### src/rtl/fb_scanout.sv
// VGA-style raster scanout: free-running h/v counters advanced on the pixel tick,
// upscaled framebuffer reads, and registered colour/sync outputs one tick behind the counters.
`ifndef DISP_ADDR_WIDTH
`define DISP_ADDR_WIDTH 17
`endif

module fb_scanout #(
    parameter int H_ACTIVE    = 640,
    parameter int H_FP        = 16,
    parameter int H_SYNC      = 96,
    parameter int H_BP        = 48,
    parameter int V_ACTIVE    = 480,
    parameter int V_FP        = 10,
    parameter int V_SYNC      = 2,
    parameter int V_BP        = 33,
    parameter int SCALE_SHIFT = 1
) (
    input  logic                        clk,
    input  logic                        reset,
    input  logic                        pix_ce,
    output logic                        fb_re,
    output logic [`DISP_ADDR_WIDTH-1:0] fb_raddr,
    input  logic [31:0]                 fb_rdata,
    output logic [3:0]                  vga_r,
    output logic [3:0]                  vga_g,
    output logic [3:0]                  vga_b,
    output logic                        vga_hs,
    output logic                        vga_vs,
    output logic                        frame_start
);

    localparam int H_TOT    = H_ACTIVE + H_FP + H_SYNC + H_BP;
    localparam int V_TOT    = V_ACTIVE + V_FP + V_SYNC + V_BP;
    localparam int FB_W     = H_ACTIVE >> SCALE_SHIFT;
    localparam int AW       = `DISP_ADDR_WIDTH;
    localparam int HW       = $clog2(H_TOT);
    localparam int VW       = $clog2(V_TOT);
    localparam int HS_FIRST = H_ACTIVE + H_FP;
    localparam int HS_LAST  = H_ACTIVE + H_FP + H_SYNC - 1;
    localparam int VS_FIRST = V_ACTIVE + V_FP;
    localparam int VS_LAST  = V_ACTIVE + V_FP + V_SYNC - 1;

    logic [HW-1:0] r_h_cnt;
    logic [VW-1:0] r_v_cnt;
    logic [AW-1:0] r_raddr;
    logic          r_re_d;
    logic [11:0]   r_pix;
    logic          r_act_d;
    logic [HW-1:0] r_h_d;
    logic [VW-1:0] r_v_d;
    logic [3:0]    r_r;
    logic [3:0]    r_g;
    logic [3:0]    r_b;
    logic          r_hs;
    logic          r_vs;

    logic          w_h_last;
    logic          w_v_last;
    logic          w_active;
    logic          w_re;
    logic [31:0]   w_addr_calc;
    logic [AW-1:0] w_addr;
    logic          w_hs_n;
    logic          w_vs_n;
    logic          w_unused;

    assign w_h_last = (r_h_cnt == HW'(H_TOT - 1));
    assign w_v_last = (r_v_cnt == VW'(V_TOT - 1));
    assign w_active = (r_h_cnt < HW'(H_ACTIVE)) && (r_v_cnt < VW'(V_ACTIVE));
    assign w_re     = pix_ce && w_active && !reset;

    // Dropping SCALE_SHIFT bits from each counter repeats pixels and lines.
    assign w_addr_calc = ((32'(r_v_cnt) >> SCALE_SHIFT) * 32'(FB_W))
                       + (32'(r_h_cnt) >> SCALE_SHIFT);
    assign w_addr      = w_addr_calc[AW-1:0];

    assign w_hs_n = !((r_h_d >= HW'(HS_FIRST)) && (r_h_d <= HW'(HS_LAST)));
    assign w_vs_n = !((r_v_d >= VW'(VS_FIRST)) && (r_v_d <= VW'(VS_LAST)));

    assign w_unused = ^{fb_rdata[31:12], w_addr_calc};

    // The read strobe and address belong to the tick cycle itself; the address is held afterwards.
    assign fb_re       = w_re;
    assign fb_raddr    = w_re ? w_addr : r_raddr;
    assign frame_start = pix_ce && !reset && (r_h_cnt == '0) && (r_v_cnt == '0);

    assign vga_r  = r_r;
    assign vga_g  = r_g;
    assign vga_b  = r_b;
    assign vga_hs = r_hs;
    assign vga_vs = r_vs;

    always_ff @(posedge clk) begin
        if (reset) begin
            r_h_cnt <= '0;
            r_v_cnt <= '0;
            r_raddr <= '0;
            r_re_d  <= 1'b0;
            r_pix   <= '0;
            r_act_d <= 1'b0;
            r_h_d   <= '0;
            r_v_d   <= '0;
            r_r     <= '0;
            r_g     <= '0;
            r_b     <= '0;
            r_hs    <= 1'b1;
            r_vs    <= 1'b1;
        end else begin
            r_re_d <= w_re;
            if (r_re_d) begin
                r_pix <= fb_rdata[11:0];
            end
            if (w_re) begin
                r_raddr <= w_addr;
            end
            // Ticks are >=2 clk apart, so the pixel read on tick k is held before tick k+1.
            if (pix_ce) begin
                if (w_h_last) begin
                    r_h_cnt <= '0;
                    r_v_cnt <= w_v_last ? '0 : r_v_cnt + VW'(1);
                end else begin
                    r_h_cnt <= r_h_cnt + HW'(1);
                end
                r_act_d <= w_active;
                r_h_d   <= r_h_cnt;
                r_v_d   <= r_v_cnt;
                r_r     <= r_act_d ? r_pix[11:8] : 4'h0;
                r_g     <= r_act_d ? r_pix[7:4]  : 4'h0;
                r_b     <= r_act_d ? r_pix[3:0]  : 4'h0;
                r_hs    <= w_hs_n;
                r_vs    <= w_vs_n;
            end
        end
    end

endmodule

### config.mk
export PLATFORM = sky130hd
export DESIGN_NAME = fb_scanout
export DESIGN_NICKNAME = d
export VERILOG_FILES = /design/src/rtl/fb_scanout.sv
export SDC_FILE = /design/constraint.sdc
export NUM_CORES = 1
export LEC_CHECK = 0
export BUFFER_PORTS_ARGS = -buffer_cell sky130_fd_sc_hd__buf_4
export CORE_MARGIN = 1
export CORE_UTILIZATION = 50
export DETAILED_ROUTE_END_ITERATION = 8
export PLACE_DENSITY = 0.72
export SLEW_MARGIN = 20
export SYNTH_ARGS = -nofsm -noshare
export SYNTH_HDL_FRONTEND = slang
export SYNTH_SLANG_ARGS = --single-unit
### constraint.sdc
create_clock -name clk -period 2.7 [get_ports clk]
set_input_delay 0.27 -clock clk [delete_from_list [all_inputs] [get_ports clk]]
set_output_delay 0.27 -clock clk [all_outputs]
set_load 0.005 [all_outputs]
==> results.md, run 1 <==
* Syn Inst Count at roughly 430
* CTS tree: yes
* Clock buffer count from CTS at 9
* Root Buffer: clkbuf_8
* Slew margin rel. at between 50% and 60%
* GRT Total Usage at 21.7%
* Most frequent cells in the layout: buf_4, dfxtp_1, nor2_1, nand2_1, mux2i_1
* Site Rows at 31
* Htree depth at 3
* Total power at 0.00216 W
* Nets at approximately 560
* Critical path fanouts, max at 3
* I/O Buffers at 47
* Clock latency on the worst-skew pair at between 0.3 and 0.4 ns
* Routed wl met2 at 4290 um
* Min-delay src: fb_rdata[5]
* Power density over the cells at roughly 440 nW/um^2
* Worst Skew at roughly 0.015 ns
* Worst Path Required at between 2 and 2.5 ns
* Routed Antenna Nets at 0
* Vias post-DR at around 3200
* Kind of critical path: reg2out
* Clk buf depth at 2
* Final min period at 3.04 ns
* Post-CTS Hold Fix Bufs at 0
* First-pass GRT wire length at roughly 13000 um
* Initial drt markers at 136
* Ports at slightly below 70
* Syn Std Cell Area at 3840 um^2
* Reg2reg path depth at 11
* Clk slew on worst S/H paths at around 0.090 ns
* Hold Crit Class: in2reg
* Count of final hold-check violations at 0
* Mapped Avg Cell Area at around 8.9 um^2
* Final design area excluding fillers at between 4000 and 5000 um^2
* WP data arrival at roughly 2.8 ns
* DP Wirelength at between 5000 and 6000 um
* Die X at 89.7 um
* Initial Util at 52.4%
* Max IR drop VDD at 0.248 mV
* Vias per cell at between 5 and 6
* Vias in the first global route at a little under 3000
* Clock sink count at 80
* DRC at 0
* Largest net degree at the start of global routing at 50
* Post-synth ARST share at 0%
* Ys Warns at 0
* Initial antenna violation count at 0
* Post-synth EDFFs at 0
* Total global routing overflow at 0
* Routed length on met3 at a little under 200 um
* Worst Setup SP: r_v_cnt[4]
* CP Capture Type: primary output
* Setup violators final at 5
* Worst reg2reg startpoint: r_v_cnt[4]
* Period utilisation layout at 112%
* Synth Flop Type: dfxtp_1
* Crit path capture: fb_raddr[15]
* Slew Limit Fails at 0
* Yosys cell types at between 40 and 50
* RR Endpoint: r_raddr[15]
* MaxCap Viol Count at 0
* Util after Layout at between 60% and 70%
* Synth Net Count at between 400 and 500
* 1st-pass router iterations at 4
* Setup TNS at -1.51 ns
* Area after DPL at approximately 4500 um^2
* Worst-margin pin slew at approximately 0.7 ns
* Placed Cells at 588
* Routed met1 length at between 3000 and 4000 um
* Antenna Cells at 0
* Yosys reg bits at 80
* Static Leak at 2.11 nW
* Core area at 7330 um^2
* Area Growth Syn to Fin at 27.5%
* Commonest non-fill, non-tap cell in the layout: buf_4
* Die Area at around 8000 um^2
* Outcome: finished, violations left
* Final wirelength at between 8000 and 9000 um
* Die height at ~90 um
* Highest routed metal layer: met4
* Wire per inst at ~14 um
* Non-Filler Instances at 607
* GP Congestion at approximately 0.77
* Worst Slack Setup Final at -0.337 ns
* Unrepaired setup endpoints after global routing: yes
* FF-to-FF setup slack at 0.14 ns
* Failing checks: setup timing
* Seq/Total Area, Yosys at 41.7%
* Worst Setup Start Kind: register
* F_max at ~330 MHz
* Layout cells sized above 1 at 27.2%
sequential cells by signal, summed over array words and instances, names as in the netlist, 6 cells and up:
register,cells
r_raddr,17
r_pix,12
r_h_cnt,10
r_v_cnt,10
r_v_d,9
r_h_d,6
metal layers:
metal  vias to the layer above  GRT usage [%]
met5                         -              0
met1                      1504           26.1
met4                         0           10.4
met3                         9           3.29
met2                        43           37.9
li1                       1600              -
worst max-delay path, cell delays in order (launching register included):
cell and delay [ns]:
dfxtp_2 0.34, ha_4 0.24, ha_4 0.16, fa_2 0.36, buf_4 0.15, xnor2_1 0.15, or2_4 0.30, nor4_4 0.18
nand3_2 0.13, xor2_2 0.16, a21oi_1 0.12, buf_4 0.13
layout make-up:
type	count	area, um^2
multi-input cells	318	2320
clock inverters	6	50.0
clock buffers	10	138
flip-flops and latches	80	1610
fillers	604	2430
repair buffers	81	608
inverters	13	48.8
well taps	99	124
cells by family after synthesis:
group / Yosys count / share of synthesized area, %
simple gates: 185 / 24.8
flops: 80 / 41.7
compound gates: 56 / 8.76
buf+inv: 33 / 3.52
mux: 30 / 7.85
xor+xnor: 24 / 5.47
fa+ha+maj: 23 / 7.88
how the worst min path moves through the flow:
stage	end	slack, ns	cells after the start
6_report	r_pix[5]	0.14	3
5_1_grt	r_pix[6]	0.15	3
4_1_cts	r_pix[5]	0.14	3
3_5_place_dp	r_act_d	0.47	2
3_3_place_gp	r_act_d	0.46	2
2_1_floorplan	r_pix[0]	0.42	2
cells in the mapped netlist (all sizes together) (2+ instances only):
master	count	share of area, %
nand4b	2	0.46
nand2	37	3.6
o21ai	18	2.3
fa	2	1.0
xnor2	8	1.8
or2	2	0.33
a21o	4	0.78
nor4	4	1.0
nor2b	13	2.1
clkbuf	13	1.3
nor4b	2	0.46
a21oi	22	2.9
inv	13	1.3
nor3b	4	0.78
and3	3	0.49
nand4	10	2.6
nand2b	3	0.49
and2	15	2.4
o31ai	2	0.75
nor2	73	7.2
buf	7	0.98
or3	4	0.65
ha	21	6.8
nand3	4	0.52
nor3	4	0.52
a211oi	6	1.2
mux2i	29	7.6
xor2	16	3.6
dfxtp	80	42
stage by stage:
step	worst slack, ns	hold slack [ns]
floorplan	-0.00812	0.417
global placement	-0.135	0.455
detailed placement	-0.146	0.467
CTS	-0.419	0.135
global route	-0.473	0.151
finish	-0.337	0.144
what timing repair did:
item	4_1_cts	5_1_grt
setup endpoints to repair	7	9
buffers inserted	3	4
resized for setup	25	13
pin swaps	15	10
report_power, final:
group          switching, W  internal, W  total (W)  leakage (nW)
logic             0.0000676    0.0000560   0.000124          1.37
clock network      0.000459     0.000368   0.000828        0.0895
registers         0.0000146      0.00120    0.00121         0.649
Note: power is estimated with default switching activity, not from simulation.
==> run 2, diff against run 1 <==
--- a/config.mk
+++ b/config.mk
@@ -6,7 +6,7 @@
 export NUM_CORES = 1
 export LEC_CHECK = 0
 export BUFFER_PORTS_ARGS = -buffer_cell sky130_fd_sc_hd__buf_4
-export CORE_MARGIN = 1
+export CORE_ASPECT_RATIO = 1.25
 export CORE_UTILIZATION = 50
 export DETAILED_ROUTE_END_ITERATION = 8
 export PLACE_DENSITY = 0.72
==> run 2 against run 1 <==
- the run still ends with setup timing left
- worst hold slack gained 0.0070 ns
- sequential cell count is the same
- clock-buffer cell count is the same
- via count grew 0.92%
- critical endpoint unchanged
- largest cell class unchanged
==> results.md, run 2 (synthesis results as in run 1) <==
* Outcome: finished, violations left
* Failing checks: setup timing
* Kind of critical path: reg2out
* CTS tree: yes
* Layout cells sized above 1 at 27.1% (-0.090 points)
* Vias per cell at 5.33 (+2.4%)
* Critical path fanouts, max at 3 (unchanged)
* Total global routing overflow at 0 (unchanged)
* Ports at 68 (unchanged)
* Commonest non-fill, non-tap cell in the layout: buf_4
* Met3 Use GR at 4.45% (+1.2 points)
* CP Capture Type: primary output
* MaxCap Viol Count at 0 (unchanged)
* Final wirelength at 8420 um (+1.2%)
* GRT Total Usage at 22.5% (+0.81 points)
* Setup violators final at 5 (unchanged)
* 1st-pass router iterations at 4 (unchanged)
* Routed Antenna Nets at 0 (unchanged)
* WP data arrival at 2.85 ns (+0.08 ns)
* Final design area excluding fillers at 4920 um^2 (+0.43%)
* F_max at 320 MHz (-2.8%)
* First-pass GRT wire length at 13900 um (+5.6%)
* Register area at 1610 um^2 (about the same)
* Max IR drop VDD at 0.287 mV (+16%)
* Total power at 0.00234 W (+8.0%)
* Period utilisation layout at 116% (+3.3 points)
* Grt met1 use at 24.0% (-2.1 points)
* Area Growth Syn to Fin at 28.0%
* Root Buffer: clkbuf_8
* GR peak layer: met2
* Initial Util at 51.9% (-0.50 points)
* Power density over the cells at 475 nW/um^2 (+7.5%)
* Placed Cells at 581 (-1.2%)
* Count of final hold-check violations at 0 (unchanged)
* Clock buffer count from CTS at 9 (unchanged)
* Clock latency on the worst-skew pair at 0.35 ns (about the same)
* Fill count at 622 (+3.0%)
* Initial antenna violation count at 0 (unchanged)
* Clock sink count at 80 (unchanged)
* WHS at 0.151 ns (+0.00695 ns)
* Nets at 559 (-0.36%)
* Clk slew on worst S/H paths at 0.08 ns (about the same)
* Static Leak at 2.13 nW (+0.92%)
* Area of the multi-input gates at 2320 um^2 (unchanged)
* Setup TNS at -1.40 ns (+0.108 ns)
* Slew Limit Fails at 0 (unchanged)
* Area after DPL at 4470 um^2 (-0.20%)
* Hold Crit Class: in2reg
* Die X at 80.4 um (-10%)
* Worst Path Required at 2.43 ns (about the same)
* Core area at 7400 um^2 (+0.96%)
* Site Rows at 35 (+13%)
* Max reg flops at 17 (unchanged)
* Reg with most FFs: r_raddr
* Wire per inst at 14.1 um (+2.7%)
* Die height at 100 um (+12%)
* Worst Setup Start Kind: register
* Die Area at 8040 um^2 (about the same)
* Vias post-DR at 3185 (+0.92%)
* Worst Slack Setup Final at -0.425 ns (-0.0880 ns)
* DRC at 0 (unchanged)
* Final min period at 3.12 ns (+0.0880 ns)
* Antenna Cells at 0 (unchanged)
* I/O Buffers at 47 (unchanged)
* Most frequent cells in the layout: buf_4, dfxtp_1, nor2_1, nand2_1, mux2i_1
* Non-Filler Instances at 598 (-1.5%)
* Vias in the first global route at 3106 (+7.4%)
* Clk buf depth at 2 (unchanged)
* Initial drt markers at 110 (-19%)
* Worst-margin pin slew at 0.730 ns (+0.0191 ns)
* Largest regs: r_raddr x17, r_pix x12
* Worst Skew at 0.00635 ns (-0.00823 ns)
* DP Wirelength at 5740 um (+1.5%)
* Slew margin rel. at 51.3% (-1.3 points)
* Post-CTS Hold Fix Bufs at 0 (unchanged)
* Largest net degree at the start of global routing at 50 (unchanged)
* Met2 usage in global routing at 42.5% (+4.6 points)
* Htree depth at 3 (unchanged)
* Unrepaired setup endpoints after global routing: yes
* GP Congestion at 0.810 (+5.5%)
[run 2: critical path, cell delays in order, from the launching register on]
cell	delay, ns
dfxtp_2	0.35
ha_4	0.25
ha_4	0.16
fa_2	0.38
a211oi_4	0.28
buf_4	0.17
nor4_2	0.04
nand4b_1	0.24
buf_4	0.19
xor2_2	0.14
a21oi_2	0.16
buf_4	0.13
[run 2: layout make-up]
cell class                 count  share of cell area [%]
multi-input combinational    318                    47.2
tap                           92                    2.34
sequential                    80                    32.7
clock buffer                  10                    2.80
inverter                      13                   0.992
timing repair buffer          79                    12.1
clock inverter                 6                    1.83
[run 2: stage by stage]
step	utilization (%)	setup slack [ns]
2_1_floorplan	-	-0.00812
3_3_place_gp	60.4	-0.134
3_5_place_dp	60.4	-0.169
4_1_cts	66.2	-0.428
5_1_grt	66.5	-0.489
6_report	66.5	-0.425
[run 2: worst paths after layout]
check	startpoint	end	slack, ns	depth (start not counted)
max	r_v_cnt[4]	fb_raddr[15]	-0.42	11
min	fb_rdata[4]	r_pix[4]	0.15	3
max reg2reg	r_v_cnt[4]	r_raddr[15]	0.12	11
min reg2reg	r_act_d	r_act_d	0.47	2
[run 2: power breakdown]
group | switching (W) | internal, W
Combinational | 0.0000696 | 0.0000567
Sequential | 0.0000149 | 0.00120
Clock | 0.000447 | 0.000551
[run 2: metal layers]
metal  part of all wire [%]  vias up
li1                       -     1606
met1                     43     1513
met2                     53       52
met3                    2.9       14
met4                    1.7        0
met5                      0        -
[run 2: repair_timing]
item | in CTS | in global routing
pin swaps | 12 | 7
setup buffers | 1 | 1
cloned | 0 | 0
setup endpoints to repair | 7 | 7
gates resized for setup | 35 | 6
